<file path="src/rtl/bcd2bin_pkg.sv">
// Shared types and constants for the sequential BCD-to-binary converter.
package bcd2bin_pkg;

  localparam int unsigned NIB_W = 4;

  typedef enum logic [1:0] {
    IDLE  = 2'd0,
    SHIFT = 2'd1,
    DONE  = 2'd2
  } state_t;

  // Smallest binary width able to hold 10^digits - 1.
  function automatic int unsigned min_bin_w(input int unsigned digits);
    longint unsigned p;
    int unsigned     w;
    p = 1;
    w = 0;
    for (int unsigned i = 0; i < digits; i++) p = p * 10;
    while ((64'd1 << w) < p) w++;
    return w;
  endfunction

endpackage

</file>
<file path="src/rtl/bcd2bin_seq_if.sv">
// Operand/result handshake bundle between digit capture and register-file write path.
interface bcd2bin_seq_if
  import bcd2bin_pkg::*;
#(
  parameter int unsigned DIGITS = 4,
  parameter int unsigned BIN_W  = 14
) ();

  logic                      in_valid;
  logic                      in_ready;
  logic [NIB_W*DIGITS-1:0]   bcd_in;
  logic                      out_valid;
  logic                      out_ready;
  logic [BIN_W-1:0]          bin_out;
  logic                      err;
  logic                      busy;

  modport master (
    output in_valid, bcd_in, out_ready,
    input  in_ready, out_valid, bin_out, err, busy
  );

  modport slave (
    input  in_valid, bcd_in, out_ready,
    output in_ready, out_valid, bin_out, err, busy
  );

endinterface

</file>
<file path="src/rtl/bcd2bin_seq_digit_adj.sv">
// Reverse double-dabble digit correction: subtract 3 from a nibble that is >= 8.
module bcd_digit_adj
  import bcd2bin_pkg::*;
(
  input  logic [NIB_W-1:0] x,
  output logic [NIB_W-1:0] y
);

  always_comb y = x[NIB_W-1] ? x - NIB_W'(3) : x;

endmodule

</file>
<file path="src/rtl/bcd2bin_seq.sv">
// Multi-cycle BCD-to-binary converter: one reverse double-dabble iteration per clock.
module bcd2bin_seq
  import bcd2bin_pkg::*;
#(
  parameter int unsigned DIGITS = 4,
  parameter int unsigned BIN_W  = 14
) (
  input  logic          clk,
  input  logic          rst,
  bcd2bin_seq_if.slave  bus
);

  localparam int unsigned BCD_W = NIB_W * DIGITS;
  localparam int unsigned SH_W  = BCD_W + BIN_W;
  localparam int unsigned CNT_W = $clog2(BIN_W + 1);

  if (DIGITS < 1 || DIGITS > 9 || BIN_W < min_bin_w(DIGITS)) begin : g_bad_cfg
    $error("bcd2bin_seq: BIN_W=%0d too narrow for DIGITS=%0d", BIN_W, DIGITS);
  end

  state_t           state_q, state_d;
  logic [SH_W-1:0]  shreg_q, shreg_d;
  logic [CNT_W-1:0] cnt_q, cnt_d;
  logic [BIN_W-1:0] bin_q, bin_d;
  logic             err_q, err_d;

  logic [SH_W-1:0]  shifted;
  logic [SH_W-1:0]  shreg_adj;
  logic [NIB_W-1:0] adj_nib [DIGITS];
  logic [DIGITS-1:0] nib_bad;
  logic             any_bad;
  logic             accept;

  assign shifted = shreg_q >> 1;

  for (genvar k = 0; k < DIGITS; k++) begin : g_digit
    bcd_digit_adj u_adj (
      .x (shifted[BIN_W+NIB_W*k +: NIB_W]),
      .y (adj_nib[k])
    );
    assign nib_bad[k] = bus.bcd_in[NIB_W*k +: NIB_W] > NIB_W'(9);
  end

  assign any_bad = |nib_bad;

  always_comb begin
    shreg_adj = shifted;
    for (int unsigned k = 0; k < DIGITS; k++) begin
      shreg_adj[BIN_W+NIB_W*k +: NIB_W] = adj_nib[k];
    end
  end

  assign bus.in_ready  = (state_q == IDLE) | ((state_q == DONE) & bus.out_ready);
  assign accept        = bus.in_valid & bus.in_ready;
  assign bus.out_valid = (state_q == DONE);
  assign bus.busy      = (state_q == SHIFT);
  assign bus.bin_out   = bin_q;
  assign bus.err       = err_q;

  always_comb begin
    state_d = state_q;
    shreg_d = shreg_q;
    cnt_d   = cnt_q;
    bin_d   = bin_q;
    err_d   = err_q;
    unique case (state_q)
      IDLE, DONE: begin
        // IDLE and DONE share the accept path so a handshake in DONE reloads with no bubble.
        if (accept) begin
          if (any_bad) begin
            state_d = DONE;
            err_d   = 1'b1;
            bin_d   = '0;
          end else begin
            state_d = SHIFT;
            shreg_d = {bus.bcd_in, {BIN_W{1'b0}}};
            cnt_d   = CNT_W'(BIN_W);
            err_d   = 1'b0;
          end
        end else if (state_q == DONE && bus.out_ready) begin
          state_d = IDLE;
        end
      end
      SHIFT: begin
        shreg_d = shreg_adj;
        cnt_d   = cnt_q - CNT_W'(1);
        if (cnt_q == CNT_W'(1)) begin
          state_d = DONE;
          bin_d   = shreg_adj[BIN_W-1:0];
          err_d   = 1'b0;
        end
      end
      default: state_d = IDLE;
    endcase
  end

  always_ff @(posedge clk) begin
    if (rst) begin
      state_q <= IDLE;
      shreg_q <= '0;
      cnt_q   <= '0;
      bin_q   <= '0;
      err_q   <= 1'b0;
    end else begin
      state_q <= state_d;
      shreg_q <= shreg_d;
      cnt_q   <= cnt_d;
      bin_q   <= bin_d;
      err_q   <= err_d;
    end
  end

endmodule

</file>
<file path="src/flat_wrapper.sv">
// flat-port wrapper written by rule: the top's interface ports become plain ports
module bcd2bin_seq_flat import bcd2bin_pkg::*;
#(
  parameter int unsigned DIGITS = 4,
  parameter int unsigned BIN_W  = 14
)
  (clk, rst, bus_in_valid, bus_bcd_in, bus_out_ready, bus_in_ready, bus_out_valid, bus_bin_out, bus_err, bus_busy);
  bcd2bin_seq_if #(.DIGITS(DIGITS), .BIN_W(BIN_W)) bus_i ();
  input  logic clk;
  input  logic rst;
  input wire logic [$bits(bus_i.in_valid)-1:0] bus_in_valid;
  input wire logic [$bits(bus_i.bcd_in)-1:0] bus_bcd_in;
  input wire logic [$bits(bus_i.out_ready)-1:0] bus_out_ready;
  output wire logic [$bits(bus_i.in_ready)-1:0] bus_in_ready;
  output wire logic [$bits(bus_i.out_valid)-1:0] bus_out_valid;
  output wire logic [$bits(bus_i.bin_out)-1:0] bus_bin_out;
  output wire logic [$bits(bus_i.err)-1:0] bus_err;
  output wire logic [$bits(bus_i.busy)-1:0] bus_busy;
  assign bus_i.in_valid = bus_in_valid;
  assign bus_i.bcd_in = bus_bcd_in;
  assign bus_i.out_ready = bus_out_ready;
  assign bus_in_ready = bus_i.in_ready;
  assign bus_out_valid = bus_i.out_valid;
  assign bus_bin_out = bus_i.bin_out;
  assign bus_err = bus_i.err;
  assign bus_busy = bus_i.busy;
  bcd2bin_seq #(.DIGITS(DIGITS), .BIN_W(BIN_W)) u_core (.clk(clk), .rst(rst), .bus(bus_i));
endmodule
</file>
<file path="config.mk">
export PLATFORM = sky130hd
export DESIGN_NAME = bcd2bin_seq_flat
export DESIGN_NICKNAME = d
export VERILOG_FILES = /design/src/rtl/bcd2bin_pkg.sv /design/src/rtl/bcd2bin_seq_if.sv /design/src/rtl/bcd2bin_seq_digit_adj.sv /design/src/rtl/bcd2bin_seq.sv /design/src/flat_wrapper.sv
export SDC_FILE = /design/constraint.sdc
export NUM_CORES = 1
export LEC_CHECK = 0
export CAP_MARGIN = 5
export CELL_PAD_IN_SITES_DETAIL_PLACEMENT = 0
export CELL_PAD_IN_SITES_GLOBAL_PLACEMENT = 1
export CORE_MARGIN = 2
export CORE_UTILIZATION = 38
export DETAILED_ROUTE_END_ITERATION = 6
export PLACE_DENSITY_LB_ADDON = 0.12
export SYNTH_ARGS = -nofsm -noshare
export SYNTH_HDL_FRONTEND = slang
export SYNTH_SLANG_ARGS = --single-unit
</file>
<file path="constraint.sdc">
create_clock -name clk -period 1.81 [get_ports clk]
set_clock_uncertainty 0.2 [all_clocks]
set_input_delay 0.4525 -clock clk [delete_from_list [all_inputs] [get_ports clk]]
set_output_delay 0.4525 -clock clk [all_outputs]
set_load 0.1 [all_outputs]
</file>
==> results of run 1 <==
[cells in the mapped netlist (2+ instances only)]
cell type | count | area share [%]
dfxtp_1 | 50 | 38
nand2b_1 | 21 | 5.0
nor2_1 | 21 | 3.0
o211ai_1 | 17 | 4.8
a21oi_1 | 14 | 2.7
o22ai_1 | 12 | 2.8
a21oi_2 | 10 | 3.3
a22oi_2 | 10 | 4.7
mux2i_1 | 8 | 3.0
buf_2 | 7 | 1.3
nor3_1 | 7 | 1.3
xnor2_1 | 7 | 2.3
a2111oi_2 | 6 | 3.4
buf_6 | 6 | 2.6
a211o_1 | 5 | 1.7
buf_4 | 5 | 1.4
ha_1 | 5 | 2.4
a211oi_1 | 4 | 1.1
a22oi_1 | 4 | 1.1
inv_1 | 4 | 0.57
nand2_1 | 3 | 0.43
nand3_1 | 3 | 0.57
o21ai_1 | 3 | 0.57
a31oi_1 | 2 | 0.47
buf_1 | 2 | 0.28
clkbuf_1 | 2 | 0.28
nor3b_1 | 2 | 0.57
[placed cells by master, fill, tap and decap left out, drive strengths merged, types with 7 or more instances in the layout]
master / synthesis / layout
nor3: 7 / 7
clkbuf: 2 / 7
mux2i: 8 / 8
a22oi: 14 / 14
xnor2: 7 / 7
a21oi: 25 / 25
dfxtp: 50 / 50
o22ai: 13 / 13
buf: 21 / 57
dlygate4sd2: 0 / 8
o211ai: 17 / 17
nand2b: 22 / 22
nor2: 21 / 21
[flip-flops by register name, summed over array words and instances (netlist names)]
signal	flops
u_core.bus.err	1
u_core.bus.bin_out	14
u_core.cnt_q	4
u_core.state_q	2
u_core.shreg_q	29
[stage by stage]
step	instance area, µm²	hold WS, ps	setup WS (ps)	instances	total power [mW]
after global routing	3680	244	0.0880	408	2.52
final	3680	250	47.0	408	2.41
after detailed placement	3410	274	-555	394	1.62
after global placement	3410	268	-561	394	1.61
after floorplan	2650	255	-71.7	266	1.44
after CTS	3600	246	0.933	404	2.42
[routing by layer]
layer | track usage (%) | wire (µm) | share of wire (%) | up-vias
met2 | 28.8 | 2910 | 45 | 29
met1 | 24.9 | 3290 | 51 | 1085
met5 | 0 | 0 | 0 | -
met4 | 3.08 | 42 | 0.65 | 0
li1 | - | - | - | 1119
met3 | 3.70 | 170 | 2.7 | 5
[repair_timing]
item                                    CTS  global route
gates cloned                              1             1
gates resized for setup                  28             9
endpoints found under the setup margin   52            24
setup buffers                             2             3
pin swaps                                 9             3
[area by class of cell]
type / count / area, µm²
clock buffer: 6 / 72.6
clock inverter: 2 / 37.5
fill: 617 / 3080
inverter: 5 / 31.3
multi-input combinational: 188 / 1520
sequential: 50 / 1010
tap: 80 / 100
timing repair buffer: 76 / 907
timing repair inverter: 1 / 8.76
[logic make-up (layout without fill, tap and decap cells)]
| group | Yosys count | count (layout) | share of synthesized area (%) |
|---|---|---|---|
| simple gates | 70 | 70 | 15.9 |
| fa+ha+maj | 5 | 5 | 2.37 |
| mux | 9 | 9 | 3.60 |
| xor+xnor | 8 | 8 | 2.65 |
| compound gates | 96 | 96 | 30.2 |
| buf+inv | 28 | 90 | 7.34 |
| flops | 50 | 50 | 37.9 |
[where the power goes]
part	total, mW	internal, mW	switching (mW)
clock	0.785	0.413	0.372
sequential	1.16	1.13	0.0318
combinational	0.465	0.222	0.243
total	2.41	1.76	0.647
[final timing paths]
kind | startpoint | endpoint | slack (ps)
setup reg to reg | u_core.cnt_q[1]$_SDFFE_PP0P_ | u_core.bus.bin_out[13]$_SDFFE_PP0P_ | 80
setup / recovery | u_core.state_q[1]$_SDFFE_PP0P_ | bus_busy | 50
hold / removal | rst | u_core.bus.bin_out[5]$_SDFFE_PP0P_ | 250
hold reg to reg | u_core.shreg_q[1]$_SDFFE_PP0P_ | u_core.shreg_q[1]$_SDFFE_PP0P_ | 300
[critical path: cells and delay by family, from the launching register on]
kind	cells	cell delay, ps
DFF	1	370
and+or+nand+nor	1	190
buffers and inverters	2	240
==> impl_metrics.json, run 1 <==
{
  "outcome": "completed",
  "crit_type": "reg2out",
  "htreeDepth": 2,
  "start_util_pct": 39.1,
  "avgRoutedWirePerCell_um": 15.7,
  "r2r_cells": 7,
  "netlist_instances": 266,
  "viasPerCell": 5.49,
  "fp-row-count": 30,
  "critPathLaunchType": "flop",
  "dp_hpwl_um": 4240,
  "min_path_type": "in2reg",
  "cts_buffers": 5,
  "maxCapViolCount": 0,
  "boundaryPins": 38,
  "gp_congestion": 0.790,
  "first_pass_iters": 4,
  "grtUsageTotal_pct": 17.8,
  "worst_pin_slew_ps": 279,
  "routed_wl_um": 6420,
  "hold_path_depth": 2,
  "grt_max_degree": 34,
  "die_x_um": 87.4,
  "cts_tree": "done",
  "slew_viol_final": 0,
  "cts_hold_buf": 0,
  "dieHeight_um": 87.4,
  "power.density_mw_per_mm2": 655,
  "grt_pass1_wl_um": 10800,
  "cp-end-kind": "output port",
  "synth-main-ff-cell": "dfxtp_1",
  "drc": 0,
  "die-area_mm2": 0.00763,
  "seq_area_frac_synth_pct": 37.9,
  "cts_root_buffer": "clkbuf_8",
  "area_delta_synth_final_pct": 39.3,
  "rsz0062_at_grt": "no",
  "synth_area_mm2": 0.00264,
  "synth.distinct_cells": 53,
  "setup_viol": 0,
  "antenna_found_initial": 0,
  "ant_nets": 0,
  "drt_first_iter_violations": 113,
  "cts_sinks": 50,
  "io_buffers": 37,
  "crit_arrival_ps": 1110,
  "ys_ff_latch": 50,
  "overflow": 0,
  "fin_setup_tns_ps": 0,
  "grt_pass1_vias": 2188,
  "synth_nets": 291,
  "clock.fmax_ghz": 0.567,
  "final_nets": 352,
  "synthArstFlopShare_pct": 0,
  "clkTransAtPathRegs_ps": 90,
  "layout-drive-gt1-share_pct": 35.7,
  "clk_latency_ps": 300,
  "hold_violations": 0,
  "ir_worst_vdd_mv": 0.347,
  "syn_avg_cell_area_um2": 9.93,
  "max-slew-margin-rel_pct": 81.4,
  "diodes": 0,
  "period_share_pct": 97.4,
  "cts_buffer_depth": 2,
  "yosysWarningCount": 0,
  "path_max_fanout": 6,
  "p_leak_nw": 1.34,
  "fin_crit_ps": 1760,
  "synth_edf_count": 0,
  "required_ps": 1160,
  "slowest_stage": "dfxtp_4",
  "core_mm2": 0.00676,
  "max_stage_delay_ps": 370,
  "vias": 2238,
  "path_cells": "nand2b_4 -> inv_12 -> buf_12",
  "utilization_pct": 54.4
}
No activity file was read; power rests on OpenSTA's default activity.
==> run 2: changes to the inputs <==
--- a/config.mk
+++ b/config.mk
@@ -11,6 +11,7 @@
 export CORE_MARGIN = 2
 export CORE_UTILIZATION = 38
 export DETAILED_ROUTE_END_ITERATION = 6
+export GPL_ROUTABILITY_DRIVEN = 0
 export PLACE_DENSITY_LB_ADDON = 0.12
 export SYNTH_ARGS = -nofsm -noshare
 export SYNTH_HDL_FRONTEND = slang
==> results of run 2 <==
The final DEF is identical to that of run 1; final timing and power are the same.
